$ cat src/rtl/msg_text_seq.sv
// Typewriter-style message generator for the tic-tac-toe text overlay.
// Maps a character column to a registered ASCII code. Reveal and blink are paced by frame ticks.
module msg_text_seq #(
    parameter int LINE_LEN      = 16,
    parameter int REVEAL_FRAMES = 4,
    parameter int BLINK_FRAMES  = 30
) (
    input  logic       pclk,
    input  logic       rst_n,
    input  logic       frame_tick,
    input  logic [1:0] msg_sel,
    input  logic [7:0] char_xy,
    output logic [6:0] char_code,
    output logic       reveal_done
);

    typedef enum logic [1:0] {REVEAL, SHOW, BLINK} state_t;

    localparam logic [7:0] REVEAL_LAST = (REVEAL_FRAMES > 0) ? 8'(REVEAL_FRAMES - 1) : 8'd0;
    localparam logic [7:0] BLINK_LAST  = (BLINK_FRAMES > 0)  ? 8'(BLINK_FRAMES - 1)  : 8'd0;
    localparam logic [8:0] LINE_LIM    = 9'(LINE_LEN);
    localparam logic [6:0] SPACE       = 7'h20;

    function automatic logic [4:0] msg_len(input logic [1:0] m);
        case (m)
            2'd0:    return 5'd5;
            2'd1:    return 5'd13;
            2'd2:    return 5'd11;
            default: return 5'd13;
        endcase
    endfunction

    // Strings are space-padded to 13 characters; index 0 is the leftmost byte.
    function automatic logic [6:0] msg_char(input logic [1:0] m, input logic [7:0] idx);
        logic [103:0] s;
        int           i;
        case (m)
            2'd0:    s = "Start        ";
            2'd1:    s = "Choose color:";
            2'd2:    s = " BLUE WINS!  ";
            default: s = " YELLOW WINS!";
        endcase
        i = int'(idx);
        if (i >= 13) return SPACE;
        return s[8*(12-i) +: 7];
    endfunction

    state_t     state, state_nxt;
    logic [4:0] reveal_cnt, reveal_nxt;
    logic [7:0] frame_cnt, frame_nxt;
    logic       blink_ph, blink_nxt;
    logic       done_nxt;
    logic [1:0] msg_q;
    logic       restart;
    logic       winner;
    logic [4:0] len_q;
    logic       hide;

    assign restart = (msg_sel != msg_q);
    assign winner  = msg_q[1];
    assign len_q   = msg_len(msg_q);
    assign hide    = ({1'b0, char_xy} >= LINE_LIM) ||
                     ({1'b0, char_xy} >= {4'd0, reveal_cnt}) ||
                     (blink_ph && winner);

    always_comb begin
        state_nxt  = state;
        reveal_nxt = reveal_cnt;
        frame_nxt  = frame_cnt;
        blink_nxt  = blink_ph;
        done_nxt   = reveal_done;
        if (restart) begin
            // A message change wins over any frame tick in the same cycle.
            state_nxt  = REVEAL;
            reveal_nxt = 5'd0;
            frame_nxt  = 8'd0;
            blink_nxt  = 1'b0;
            done_nxt   = 1'b0;
        end else begin
            case (state)
                REVEAL: begin
                    if (reveal_cnt == len_q) begin
                        done_nxt  = 1'b1;
                        frame_nxt = 8'd0;
                        state_nxt = (winner && BLINK_FRAMES > 0) ? BLINK : SHOW;
                    end else if (REVEAL_FRAMES == 0) begin
                        reveal_nxt = len_q;
                    end else if (frame_tick) begin
                        if (frame_cnt == REVEAL_LAST) begin
                            frame_nxt  = 8'd0;
                            reveal_nxt = reveal_cnt + 5'd1;
                        end else begin
                            frame_nxt = frame_cnt + 8'd1;
                        end
                    end
                end
                BLINK: begin
                    if (frame_tick) begin
                        if (frame_cnt == BLINK_LAST) begin
                            frame_nxt = 8'd0;
                            blink_nxt = ~blink_ph;
                        end else begin
                            frame_nxt = frame_cnt + 8'd1;
                        end
                    end
                end
                default: ;
            endcase
        end
    end

    always_ff @(posedge pclk) begin
        if (!rst_n) begin
            state       <= REVEAL;
            reveal_cnt  <= 5'd0;
            frame_cnt   <= 8'd0;
            blink_ph    <= 1'b0;
            reveal_done <= 1'b0;
            msg_q       <= 2'd0;
            char_code   <= SPACE;
        end else begin
            state       <= state_nxt;
            reveal_cnt  <= reveal_nxt;
            frame_cnt   <= frame_nxt;
            blink_ph    <= blink_nxt;
            reveal_done <= done_nxt;
            msg_q       <= msg_sel;
            // Output stage: char_xy is only ever seen through this register.
            char_code   <= hide ? SPACE : msg_char(msg_q, char_xy);
        end
    end

endmodule

$ cat config.mk
export PLATFORM = sky130hd
export DESIGN_NAME = msg_text_seq
export DESIGN_NICKNAME = d
export VERILOG_FILES = /design/src/rtl/msg_text_seq.sv
export SDC_FILE = /design/constraint.sdc
export NUM_CORES = 1
export LEC_CHECK = 0
export ABC_AREA = 0
export BUFFER_PORTS_ARGS = -buffer_cell sky130_fd_sc_hd__buf_2
export CORE_ASPECT_RATIO = 1.75
export CORE_MARGIN = 4
export CORE_UTILIZATION = 60
export CTS_CLUSTER_SIZE = 10
export DETAILED_ROUTE_END_ITERATION = 10
export PLACE_DENSITY = 0.78
export SLEW_MARGIN = 5
export SYNTH_ARGS = -nofsm -noshare
export SYNTH_HDL_FRONTEND = slang
export SYNTH_SLANG_ARGS = --single-unit
export TNS_END_PERCENT = 100
$ cat constraint.sdc
create_clock -name pclk -period 2.48 [get_ports pclk]
set_input_delay 0.248 -clock pclk [delete_from_list [all_inputs] [get_ports pclk]]
set_output_delay 0.248 -clock pclk [all_outputs]
set_load 0.05 [all_outputs]
==> impl_results.md <==
* Top_reg_cell synth: dfxtp_1
* Rel. slew slack at 45.88%
* Initial antenna violation count at 0
* Largest fanout on the critical path at 8
* Startpoint types: flop
* Synth warn at 0
* Mean post-synth cell area at 7.864 sq um
* Die ar. at 4696 sq um
* Final hold violations at 0
* Routed vias/inst at 6.256
* # hold bufs at CTS at 0
* Synth Instances at 277
* Slack of the worst reg-to-reg path at 210 ps
* Setup Slack @ Placement at 215.1 ps
* Area Growth Syn to Fin at 12.41%
* Reg-to-reg startpoint: reveal_cnt[4]
* RSZ-0062 raised after global routing: false
* I/O Pins at 21
* #FFs+latches synth at 26
* Run status: finished, final reports clean
* Clock Pin Slew Worst Setup and Hold Paths at 100 ps
* Share of cells above drive strength 1 at 16.39%
* Final-report setup violation count at 0
* Critical path class: flop to flop
* Maxcap violations at 0
* HP Class: primary input to flop
* Minimum clock period at 2271 ps
* Initial Util at 63.45%
* Core Rows at 28
* Async S/R FF share, synth at 0%
* Clock share of power at 34.6%
* Diodes inserted at 0
* Longest Clk Path Bufs at 2
* Vias at 2152
* Post-DP Area at 2377 sq um
* Net Sw Frac at 28.67%
* Tot Pwr at 1.026 mW
* H-tree level count at 1
* Sequential share of power at 41.4%
* Mapped cell area at 2178 sq um
* DPL Wire Length at 4164 microns
* GRT Total Usage at 25.67%
* CP required at 2660 ps
* Gpl congestion at 0.8763
* Logic pwr share at 24.0%
* Total CTS buffers at 3
* Mapped Nets at 307
* Post-synth cell types at 56
* Clk_lat worst skew at 270 ps
* R2r worst-path depth at 7
* Setup_tns at 0 ps
* Crit end category: flop
* Internal at 732.1 uW
* Final instance area at 2449 sq um
* CTS resizes at 0
* NumNets Final at 330
* Crit path DAT at 2450 ps
* Seq/Total Area, Yosys at 23.89%
* Worst VDD drop at 0.0003013 V
* Drt wl/cell at 15.35 microns
* Gr ovfl total at 0
* Clock sink count at 26
* Worst-Margin Slew at 806.0 ps
* IO buf count at 20
* Detailed-route wire length at 5280 microns
* Die Ht at 87.71 microns
* Leak pwr at 0.9302 nW
* Chip width at 53.55 microns
* PwrDens at 419.1 nW/um^2
* Initial DRT Pass Iterations at 4
* Net Switching at 294.2 uW
* Core box area at 3433 sq um
* Crit path from: reveal_cnt[4]
* Largest net degree at the start of global routing at 30
* Tcrit/Tclk final at 91.58%
* Max Fclk at 440.3 MHz
* Post-DRT Antenna Nets at 0
* CTS tree: built
* Post-route DRC at 0
* Critical Path Sink: char_code[4]
* Worst setup margin at 208.7 ps
* R2r endpoint: char_code[4]
* Vias in the first global route at 2156
* Worst Skew at 9.742 ps
* CTS root buffer: clkbuf_8
* Post-CTS setup buffer count at 0
* Post-synth EDFFs at 0
* Max Slew Vio Count at 0
* Initial DRC count at 34
* Worst hold slack at 198.5 ps
* First-pass GRT wire length at 9252 microns
-- worst min-delay path by stage --
stage / to / from / depth (start not counted) / slack [ps]
floorplan: msg_q[0] / rst_n / 1 / 370
finish: msg_q[0] / msg_sel[0] / 2 / 200
global route: msg_q[0] / msg_sel[0] / 2 / 200
detailed placement: reveal_done / reveal_done / 2 / 440
CTS: msg_q[0] / msg_sel[0] / 2 / 200
global placement: reveal_done / reveal_done / 2 / 430
-- Yosys cell counts (5+ instances only) --
master     n  area [sq um]
a211oi_1  10         75.07
a21oi_1   24         120.1
buf_2      5         25.02
clkbuf_1  12         45.04
dfxtp_1   26         520.5
ha_1      17         212.7
inv_1     15         56.30
nand2_1   15         56.30
nand3_1   10         50.05
nor2_1    19         71.32
nor3_1    10         50.05
o21ai_0   10         50.05
o31ai_1    7         52.55
or3_1      5         31.28
xnor2_1   16         140.1
-- per-stage QoR --
step / utilization, % / cells
floorplan: - / 277
global placement: 69.24 / 340
detailed placement: 69.24 / 340
CTS: 71.32 / 344
global route: 71.32 / 344
finish: 71.32 / 344
-- placed cells by master, fill, tap and decap left out, drive strengths merged, types with 6 or more instances in the layout --
cell type | synthesis | layout
a211oi | 10 | 10
a21oi | 24 | 24
buf | 5 | 35
dfxtp | 26 | 26
ha | 17 | 17
inv | 15 | 15
nand2 | 15 | 15
nand3 | 10 | 10
nor2 | 19 | 19
nor3 | 10 | 10
o21ai | 10 | 10
o31ai | 7 | 7
or3 | 6 | 6
xnor2 | 16 | 16
-- area by class of cell --
class                   instances  area [sq um]
multi-input cells             218          1528
inverters                      16         60.06
repair buffers                 35         212.7
flip-flops and latches         26         520.5
clock buffers                   3         41.29
well taps                      45         56.30
clock inverters                 1         30.03
fillers                       330         984.7
-- cells by family (layout without fill, tap and decap cells) --
| family | Yosys count | in the layout | share of synthesized area (%) |
|---|---|---|---|
| AO/OA/AOI/OAI | 81 | 81 | 24.93 |
| XOR/XNOR | 19 | 19 | 7.639 |
| adder cells (fa/ha/maj) | 18 | 18 | 10.22 |
| buffers and inverters | 33 | 55 | 5.973 |
| flip-flops | 26 | 26 | 23.89 |
| multiplexers | 5 | 5 | 2.412 |
| AND/OR/NAND/NOR | 95 | 95 | 24.93 |
-- layer usage --
layer  wire length, microns  share of wire (%)  vias to the layer above  GRT usage (%)
li1                       -                  -                     1057              -
met4                    166                3.1                        0          14.19
met3                    188                3.6                       14          2.385
met2                   3048                 58                       54          48.94
met1                   1877                 36                     1027          25.60
met5                      0                  0                        -              0
-- worst max-delay path: stages, from the launching register on --
cell	delay, ps
dfxtp_1	380
inv_1	80
ha_1	170
or4b_1	500
a2111oi_0	330
o211a_1	360
inv_1	110
o32ai_1	260
-- power by group through the flow --
stage / clock network [mW] / logic, mW / registers (mW)
after floorplan: 0 / 0.173 / 0.435
after global placement: 0 / 0.241 / 0.434
after detailed placement: 0 / 0.242 / 0.434
after CTS: 0.365 / 0.243 / 0.425
after global routing: 0.382 / 0.273 / 0.426
final: 0.355 / 0.247 / 0.425
-- sequential cells by signal, indices dropped and copies added, names as in the netlist --
name         cells
char_code        7
reveal_done      1
msg_q            2
state            2
blink_ph         1
frame_cnt        8
reveal_cnt       5
Note: power is estimated with default switching activity, not from simulation.
